File: config.mk
export PLATFORM = sky130hd
export DESIGN_NAME = fp_stream_reducer
export DESIGN_NICKNAME = d
export VERILOG_FILES = /design/src/rtl/fp_stream_reducer.sv
export SDC_FILE = /design/constraint.sdc
export NUM_CORES = 1
export LEC_CHECK = 0
export ABC_AREA = 0
export ABC_CLOCK_PERIOD_IN_PS = 6300
export BUFFER_PORTS_ARGS = -buffer_cell sky130_fd_sc_hd__buf_2
export CAP_MARGIN = 40
export CELL_PAD_IN_SITES_DETAIL_PLACEMENT = 1
export CELL_PAD_IN_SITES_GLOBAL_PLACEMENT = 1
export CORE_MARGIN = 1
export CORE_UTILIZATION = 29
export CTS_BUF_LIST = sky130_fd_sc_hd__clkbuf_2
export CTS_CLUSTER_DIAMETER = 80
export DETAILED_ROUTE_END_ITERATION = 8
export PLACE_DENSITY = 0.57
export SLEW_MARGIN = 20
export SYNTH_ARGS = -nofsm -noshare
export SYNTH_HDL_FRONTEND = slang
export SYNTH_SLANG_ARGS = --single-unit
File: constraint.sdc
create_clock -name i_clock -period 6.3 [get_ports i_clock]
set_input_delay 0.315 -clock i_clock [delete_from_list [all_inputs] [get_ports i_clock]]
set_output_delay 0.315 -clock i_clock [all_outputs]
set_load 0.02 [all_outputs]
File: src/rtl/fp_stream_reducer.sv
// rtl/fp_stream_reducer.sv - per-frame floating-point sum reducer driving an external pipelined adder
// Partial sums come back through a credit-limited FIFO and are recirculated until one value remains.

module fp_stream_reducer_fifo #(
   parameter int W     = 32,
   parameter int DEPTH = 8,
   parameter int CW    = $clog2(DEPTH + 1)
) (
   input  logic          i_clock,
   input  logic          i_reset,
   input  logic          i_push,
   input  logic [W-1:0]  i_push_data,
   input  logic          i_pop,
   output logic [W-1:0]  o_head,
   output logic [CW-1:0] o_count,
   output logic          o_empty,
   output logic          o_full
);
   localparam int AW = $clog2(DEPTH);

   logic [W-1:0]  r_mem [DEPTH];
   logic [AW-1:0] r_wr_ptr;
   logic [AW-1:0] r_rd_ptr;
   logic [CW-1:0] r_count;
   logic          w_push;
   logic          w_pop;

   assign o_empty = (r_count == '0);
   assign o_full  = (r_count == CW'(DEPTH));
   assign o_count = r_count;
   assign o_head  = r_mem[r_rd_ptr];
   assign w_push  = i_push && !o_full;
   assign w_pop   = i_pop && !o_empty;

   always_ff @(posedge i_clock) begin
      if (w_push) r_mem[r_wr_ptr] <= i_push_data;
   end

   always_ff @(posedge i_clock or posedge i_reset) begin
      if (i_reset) begin
         r_wr_ptr <= '0;
         r_rd_ptr <= '0;
         r_count  <= '0;
      end else begin
         if (w_push) r_wr_ptr <= r_wr_ptr + AW'(1);
         if (w_pop)  r_rd_ptr <= r_rd_ptr + AW'(1);
         r_count <= r_count + CW'(w_push) - CW'(w_pop);
      end
   end
endmodule

module fp_stream_reducer #(
   parameter string DATA_FORMAT = "FP32",
   parameter int    DEPTH       = 8,
   localparam int   FP_LEN      = (DATA_FORMAT == "FP64") ? 64 :
                                  ((DATA_FORMAT == "FP16") || (DATA_FORMAT == "BF16")) ? 16 : 32
) (
   input  logic              i_clock,
   input  logic              i_reset,
   input  logic [FP_LEN-1:0] i_in_data,
   input  logic              i_in_valid,
   input  logic              i_in_last,
   output logic              o_in_ready,
   output logic [FP_LEN-1:0] o_add_a,
   output logic [FP_LEN-1:0] o_add_b,
   output logic              o_add_a_valid,
   output logic              o_add_b_valid,
   input  logic              i_add_a_ready,
   input  logic              i_add_b_ready,
   input  logic [FP_LEN-1:0] i_add_sum,
   input  logic              i_add_sum_valid,
   output logic              o_add_sum_ready,
   output logic [FP_LEN-1:0] o_out_data,
   output logic              o_out_valid,
   input  logic              i_out_ready
);
   localparam int CW = $clog2(DEPTH + 1);

   typedef enum logic {S_ACC, S_OUT} state_e;

   state_e            r_state;
   state_e            w_state_next;
   logic [FP_LEN-1:0] r_op_a;
   logic [FP_LEN-1:0] r_op_b;
   logic              r_op_a_v;
   logic              r_op_b_v;
   logic [FP_LEN-1:0] r_out_data;
   logic              r_last_seen;
   logic [CW-1:0]     r_inflight;

   logic [FP_LEN-1:0] w_fifo_head;
   logic [CW-1:0]     w_fifo_count;
   logic              w_fifo_empty;
   logic              w_fifo_full;
   logic              w_slot_free;
   logic              w_fill_fifo;
   logic              w_fill_in;
   logic              w_fill;
   logic [FP_LEN-1:0] w_fill_data;
   logic [CW:0]       w_credit_used;
   logic              w_issue_valid;
   logic              w_fire;
   logic              w_ret;
   logic              w_done;
   logic              w_out_fire;

   fp_stream_reducer_fifo #(
      .W     (FP_LEN),
      .DEPTH (DEPTH),
      .CW    (CW)
   ) u_ret_fifo (
      .i_clock     (i_clock),
      .i_reset     (i_reset),
      .i_push      (w_ret),
      .i_push_data (i_add_sum),
      .i_pop       (w_fill_fifo),
      .o_head      (w_fifo_head),
      .o_count     (w_fifo_count),
      .o_empty     (w_fifo_empty),
      .o_full      (w_fifo_full)
   );

   // Slot availability is taken from registered valids only, so a pair issued this
   // cycle cannot be refilled until the next one.
   assign w_slot_free = !r_op_a_v || !r_op_b_v;
   assign w_fill_fifo = (r_state == S_ACC) && !w_fifo_empty && w_slot_free;
   assign o_in_ready  = !i_reset && (r_state == S_ACC) && !r_last_seen && w_fifo_empty && w_slot_free;
   assign w_fill_in   = i_in_valid && o_in_ready;
   assign w_fill      = w_fill_fifo || w_fill_in;
   assign w_fill_data = w_fill_fifo ? w_fifo_head : i_in_data;

   // Every in-flight add owns a FIFO entry, so the return path can never overflow.
   assign w_credit_used = {1'b0, r_inflight} + {1'b0, w_fifo_count};
   assign w_issue_valid = r_op_a_v && r_op_b_v && (w_credit_used < (CW + 1)'(DEPTH));
   assign o_add_a_valid = w_issue_valid;
   assign o_add_b_valid = w_issue_valid;
   assign o_add_a       = r_op_a;
   assign o_add_b       = r_op_b;
   assign w_fire        = w_issue_valid && i_add_a_ready && i_add_b_ready;

   assign o_add_sum_ready = !w_fifo_full;
   assign w_ret           = i_add_sum_valid && o_add_sum_ready;

   assign w_done     = (r_state == S_ACC) && r_last_seen && (r_inflight == '0) &&
                       w_fifo_empty && (r_op_a_v ^ r_op_b_v);
   assign o_out_valid = (r_state == S_OUT);
   assign o_out_data  = r_out_data;
   assign w_out_fire  = o_out_valid && i_out_ready;

   always_ff @(posedge i_clock or posedge i_reset) begin
      if (i_reset) r_state <= S_ACC;
      else         r_state <= w_state_next;
   end

   always_comb begin
      w_state_next = r_state;
      case (r_state)
         S_ACC:   if (w_done) w_state_next = S_OUT;
         S_OUT:   if (i_out_ready) w_state_next = S_ACC;
         default: w_state_next = S_ACC;
      endcase
   end

   always_ff @(posedge i_clock or posedge i_reset) begin
      if (i_reset) begin
         r_op_a      <= '0;
         r_op_b      <= '0;
         r_op_a_v    <= 1'b0;
         r_op_b_v    <= 1'b0;
         r_out_data  <= '0;
         r_last_seen <= 1'b0;
         r_inflight  <= '0;
      end else begin
         if (w_fire || w_done) begin
            r_op_a_v <= 1'b0;
            r_op_b_v <= 1'b0;
         end else if (w_fill) begin
            if (!r_op_a_v) begin
               r_op_a   <= w_fill_data;
               r_op_a_v <= 1'b1;
            end else begin
               r_op_b   <= w_fill_data;
               r_op_b_v <= 1'b1;
            end
         end

         if (w_done) r_out_data <= r_op_a_v ? r_op_a : r_op_b;

         if (w_fill_in && i_in_last) r_last_seen <= 1'b1;
         else if (w_out_fire)        r_last_seen <= 1'b0;

         case ({w_fire, w_ret})
            2'b10:   r_inflight <= r_inflight + CW'(1);
            2'b01:   r_inflight <= r_inflight - CW'(1);
            default: r_inflight <= r_inflight;
         endcase
      end
   end
endmodule

==> results of run 1 <==
what timing repair did:
item,4_1_cts,5_1_grt
setup endpoints to repair,0,0
hold buffers,81,0
endpoints found under the hold margin,382,0
routing by layer:
layer  wire, um  track usage (%)  vias to the layer above
met1      17900             20.4                     4690
met3       2110             4.05                       75
met5         67                0                        -
met2      18700             24.2                      235
met4        875             5.65                       10
li1           -                -                     4211
state kept, by name, indices dropped and copies added (netlist names), 3 cells and up:
signal,cells
u_ret_fifo.o_count,4
u_ret_fifo.r_wr_ptr,3
o_out_data,32
o_add_b,32
u_ret_fifo.r_rd_ptr,3
r_inflight,4
u_ret_fifo.r_mem,256
o_add_a,32
area by class of cell:
cell class                      count  area [um2]
Fill cell                        5387       32700
Sequential cell                   370       10500
Multi-Input combinational cell    472        4230
Timing Repair Buffer              275        1910
Tap cell                          680         851
Clock buffer                      141         706
Clock inverter                     31         190
Inverter                           19        73.8
Antenna cell                        3        7.51
final timing paths:
kind | start | endpoint | slack (ps) | cells after the start
worst max register to register | r_inflight[3] | r_inflight[3] | 2870 | 9
max in group asynchronous | i_reset | o_add_b[15] | 4620 | 6
worst max-delay path | r_inflight[3] | r_inflight[3] | 2870 | 9
min in group asynchronous | i_reset | o_out_data[0] | 640 | 4
worst min register to register | o_out_data[17] | o_out_data[17] | 480 | 2
worst min-delay path | i_add_sum[1] | u_ret_fifo.r_mem[2][1] | 160 | 2
worst max-delay path, cell delays in order (launching register included):
cell	delay, ps
dfrtp_1	440
ha_1	310
nor4b_1	440
o2111ai_1	210
dlygate4sd3_1	630
ha_1	290
ha_1	300
a21oi_1	230
o21ai_0	150
o311ai_0	320
layout by cell type (no fill, tap or decap), types with 3 or more instances in the layout:
master and n:
ha_1 15, buf_4 18, nor3_1 3, diode_2 3
nor2_1 65, o21ai_0 37, xor2_1 3, buf_16 3
clkinv_1 22, nor2_4 7, dfrtp_2 3, dfrtp_1 110
buf_2 172, a22o_1 64, nand2_1 79, clkbuf_2 141
dlygate4sd3_1 81, inv_1 18, nand2b_1 4, edfxtp_1 256
a21oi_1 35, xnor2_1 4, mux4_2 64, mux2i_1 64
per-stage QoR:
stage,power (uW),cells,util [%]
after floorplan,5540,916,-
after global placement,6510,1731,32.6
after detailed placement,6640,1734,32.8
after CTS,8400,1987,36.1
after global routing,8780,1991,36.2
final,8240,1991,36.2
power breakdown:
| group | switching (uW) | internal [uW] | total, uW |
|---|---|---|---|
| logic | 1750 | 1310 | 3050 |
| clock network | 989 | 686 | 1670 |
| registers | 378 | 3130 | 3510 |
| total | 3110 | 5120 | 8240 |
logic make-up after synthesis:
group	after synthesis	synth area share [%]
xor+xnor	7	0.408
buf+inv	74	2.18
fa+ha+maj	17	1.52
flops	370	70.2
mux	129	13.9
compound gates	145	6.80
simple gates	174	4.92
==> flow_summary_export.csv, run 1 <==
group,metric,value,unit
status,status,"finished clean",
finish,design_area,0.0185,mm2
sta,slew_viol_final,0,
sta,max_freq,0.291,GHz
yosys,synth_nets,1005,
yosys,synthTopCellsByCount,"256 x edfxtp_1, 114 x dfrtp_1, 79 x nand2_1, 72 x nor2_1",
routing,ant_nets,0,
sta,rsz0062_at_grt,"false",
flow_run,maxCapViolations,0,
global_routing,grt_pass1_vias,10200,
yosys,ys.warnings.count,0,
sta,setup_viol,0,
yosys,synth_edf_count,256,
placement,pre_cts_ws,3410,ps
yosys,syn_inst,916,
min_path,hold_path_class,"in -> reg",
yosys,synth_flop_cell,"edfxtp_1",
global_routing,grt_usage,15.4,%
yosys,avgSynthCellArea,16.4,um2
yosys,synth_seq_cells,370,
die,dieHeight,230,um
yosys,synth_most_common_cell,"edfxtp_1",
cts,cts_resized,0,
routing,wl,39600,um
cts,clk_pin_slew,120,ps
routing,first_pass_iters,4,
yosys,ys_seq_area_share,70.2,%
finish,fin_nets,1320,
worst_setup_path,path_class,"reg -> reg",
sta,setup_slack,2870,ps
cts,clockBufferDepth,3,
yosys,synthTopCellsByArea,"edfxtp_1 51%, dfrtp_1 19%, mux4_2 9.6%",
routing,vias_per_cell,4.63,
worst_setup_path,worstPathRequired,7140,ps
sta,tns,0,ps
cts,htreeDepth,3,
power,p_per_area,445,mW/mm2
sta,worst_slew_pin_slew,705,ps
sta,hold_slack,157,ps
die,core_area,0.0512,mm2
die,dieArea,0.0527,mm2
sta,fin_crit,3430,ps
finish,drive_above_1_share,32.8,%
die,start_util,29.3,%
cts,cts.sinks,370,
cts,numCtsBuffers,93,
placement,dpl_cell_area,0.0168,mm2
routing,drc,0,
worst_setup_path,endpoint_kind,"register",
yosys,yosys.cell_types.count,43,
global_routing,grt_overflow,0,
cts,cts_root_buf,"clkbuf_2",
yosys,synth_top_area_cell,"edfxtp_1",
worst_setup_path,cp-start-kind,"register",
placement,hpwl,25100,um
die,io_pins,173,
worst_setup_path,crit_arrival,4270,ps
yosys,syn_area,0.0150,mm2
global_routing,grt_max_degree,66,
sta,period_share,54.5,%
global_routing,grt_pass1_wl,61700,um
finish,syn2layout_area_growth,23.3,%
power,p_leak,0.00745,uW
cts,cts_setup_buffers,0,
placement,portBuffers,172,
die,die_x,230,um
routing,drtIter0Drc,449,
routing,wl_per_cell,19.9,um
sta,hold_viol,0,
cts,cts_tree,"yes",
global_routing,antenna_found_initial,8,
routing,route.vias.total,9221,
die,row_count,83,
power,ir_drop,0.000202,V
yosys,synth_top_area_share,51.2,%
cts,clock_latency,980,ps
worst_setup_path,critPathMaxFanout,8,
sta,slew_headroom,53.0,%
placement,place.gp.congestion,0.741,
sta,skew,68.0,ps
yosys,synthArstFlopShare,30.8,%
No activity file was read; power rests on OpenSTA's default activity.
==> run 2: changes to the inputs <==
--- a/config.mk
+++ b/config.mk
@@ -6,7 +6,7 @@
 export NUM_CORES = 1
 export LEC_CHECK = 0
 export ABC_AREA = 0
-export ABC_CLOCK_PERIOD_IN_PS = 6300
+export ABC_CLOCK_PERIOD_IN_PS = 3500
 export BUFFER_PORTS_ARGS = -buffer_cell sky130_fd_sc_hd__buf_2
 export CAP_MARGIN = 40
 export CELL_PAD_IN_SITES_DETAIL_PLACEMENT = 1
==> constraint.sdc (replaced) <==
create_clock -name i_clock -period 3.5 [get_ports i_clock]
set_input_delay 0.175 -clock i_clock [delete_from_list [all_inputs] [get_ports i_clock]]
set_output_delay 0.175 -clock i_clock [all_outputs]
set_load 0.02 [all_outputs]
==> run 2 against run 1 <==
  * Die area stayed put
  * Register-to-register slack got worse by 2600 ps
  * Worst setup slack worse by 2600 ps
  * Non-clock buffer count is 71 higher
  * Critical path depth did not move
  * Design area grew 3.9%
  * Clock power up 73%
  * Power increased by 81%
  * Wire length grew 0.83%
  * Final cell count up 3.7%
  * Critical endpoint unchanged
==> flow_summary_export.csv, run 2 (same netlist as run 1, synthesis figures left out) <==
group,metric,value,unit
placement,place.gp.congestion,0.755,
global_routing,grt_pass1_wl,62500,um
global_routing,antenna_found_initial,6,
global_routing,top_usage_layer,"met2",
global_routing,grt_pass1_vias,10600,
die,core_area,0.0512,mm2
cts,cts.sinks,370,
worst_setup_path,critPathMaxFanout,8,
finish,final_common_cell,"edfxtp_1",
cts,htreeDepth,3,
worst_setup_path,crit_start,"r_inflight[3]",
sta,slew_viol_final,0,
finish,design_area,0.0192,mm2
cts,cts_setup_buffers,0,
worst_setup_path,crit_arrival,4120,ps
placement,portBuffers,172,
status,status,"finished clean",
worst_setup_path,slowest_delay,610,ps
flow_run,maxCapViolations,0,
cts,clockBufferDepth,3,
routing,drc,0,
power,ir_drop,0.000345,V
worst_setup_path,r2r_end,"r_inflight[3]",
routing,route.vias.total,9569,
worst_setup_path,slowest_stage,"dlygate4sd3_1",
worst_setup_path,cp-start-kind,"register",
power,p_leak,0.00776,uW
routing,ant_nets,0,
placement,dpl_cell_area,0.0169,mm2
sta,worst_slew_pin_slew,797,ps
worst_setup_path,endpoint_kind,"register",
sta,rsz0062_at_grt,"false",
sta,period_share,93.4,%
die,dieArea,0.0527,mm2
global_routing,use_met1,20.7,%
finish,fin_nets,1393,
worst_setup_path,r2r-start,"r_inflight[3]",
global_routing,use_met3,3.57,%
sta,skew,62.5,ps
die,die_x,230,um
die,row_count,83,
cts,cts_tree,"yes",
worst_setup_path,cp_cell_sequence,"ha_1 -> nor4b_2 -> o2111ai_1 -> dlygate4sd3_1 -> ha_1 -> ha_1 -> a21oi_1 -> o21ai_0 -> o311ai_0",
sta,slew_headroom,46.9,%
worst_setup_path,path_class,"reg -> reg",
min_path,hold_path_class,"in -> reg",
cts,clk_pin_slew,90,ps
power,p_per_area,776,mW/mm2
cts,clock_latency,1000,ps
sta,tns,0,ps
finish,largest-register,"u_ret_fifo.r_mem",
routing,vias_per_cell,4.63,
finish,drive_above_1_share,31.5,%
finish,layout_common_cells,"256 x edfxtp_1, 172 x buf_2, 149 x dlygate4sd3_1, 140 x clkbuf_2, 110 x dfrtp_1",
routing,wl,39900,um
global_routing,grt_use_met2,24.8,%
routing,drtIter0Drc,448,
die,io_pins,173,
global_routing,grt_max_degree,68,
global_routing,grt_overflow,0,
sta,hold_viol,0,
routing,wl_per_cell,19.3,um
die,start_util,29.3,%
placement,hpwl,25000,um
finish,syn2layout_area_growth,28.1,%
finish,largest_register_ffs,256,
worst_setup_path,r2r_setup_slack,230,ps
worst_setup_path,reg2regPathDepth,9,
sta,fin_crit,3270,ps
sta,setup_viol,0,
worst_setup_path,crit_path_end,"r_inflight[3]",
worst_setup_path,cp_common_cell,"ha_1",
worst_setup_path,worstPathRequired,4350,ps
global_routing,grt_usage,15.6,%
die,dieHeight,230,um
min_path,worst_hold_startpoint,"i_add_b_ready",
finish,nFillCells,5393,
cts,numCtsBuffers,95,
cts,cts_root_buf,"clkbuf_2",
routing,first_pass_iters,4,
sta,max_freq,0.306,GHz
==> run 2: cell count changes in the layout (fill, tap and decap cells not counted), moves of 3 or more <==
cell / previous run / this run
dlygate4sd3_1: 81 / 149
buf_12: 1 / 8
clkinv_2: 2 / 6
buf_16: 3 / 0
clkinv_1: 22 / 25
==> run 2: routing by layer <==
layer	up-vias	share of wire, %
met5	-	0.11
met4	8	2.1
met3	67	4.6
met2	225	47
met1	4898	47
li1	4371	-
==> run 2: repair_timing <==
item                                    4_1_cts  5_1_grt
endpoints found under the setup margin        0        1
resized for setup                             0        2
hold endpoints to repair                    448        0
hold buffers                                149        0
==> run 2: worst min path at each step <==
stage                       end  slack (ps)  cells after the start
floorplan           o_out_valid         270                      1
global placement    o_out_valid         350                      2
detailed placement  o_out_valid         360                      2
CTS                    r_op_b_v           3                      5
global route        o_add_b[28]         130                      5
finish                 r_op_b_v         180                      5
==> run 2: where the power goes <==
group	internal, uW	switching (uW)
clock network	1090	1800
logic	2490	3230
registers	5630	674
==> run 2: through the flow <==
stage	util (%)	worst slack [ps]	instances	hold WS [ps]	total power [uW]
global route	37.6	5.40	2065	133	15900
finish	37.6	231	2065	181	14900
CTS	37.5	143	2063	3.38	15200
floorplan	-	309	916	271	9980
detailed placement	32.9	634	1738	357	12100
global placement	32.9	830	1738	354	11900
==> run 2: worst max-delay path: cells and delay by family (launching register included) <==
kind / cells / cell delay (ps)
compound gates: 4 / 890
fa+ha+maj: 3 / 930
buf+inv: 1 / 610
flops: 1 / 430
simple gates: 1 / 290
==> run 2: area by class of cell <==
type                            instances  area [um2]  share of cell area, %
Sequential cell                       370       10500                   54.8
Tap cell                              680         851                   4.42
Timing Repair Buffer                  346        2640                   13.7
Clock buffer                          140         701                   3.64
Clock inverter                         36         166                  0.865
Antenna cell                            2        5.00                 0.0260
Multi-Input combinational cell        472        4250                   22.1
Inverter                               19        73.8                  0.384
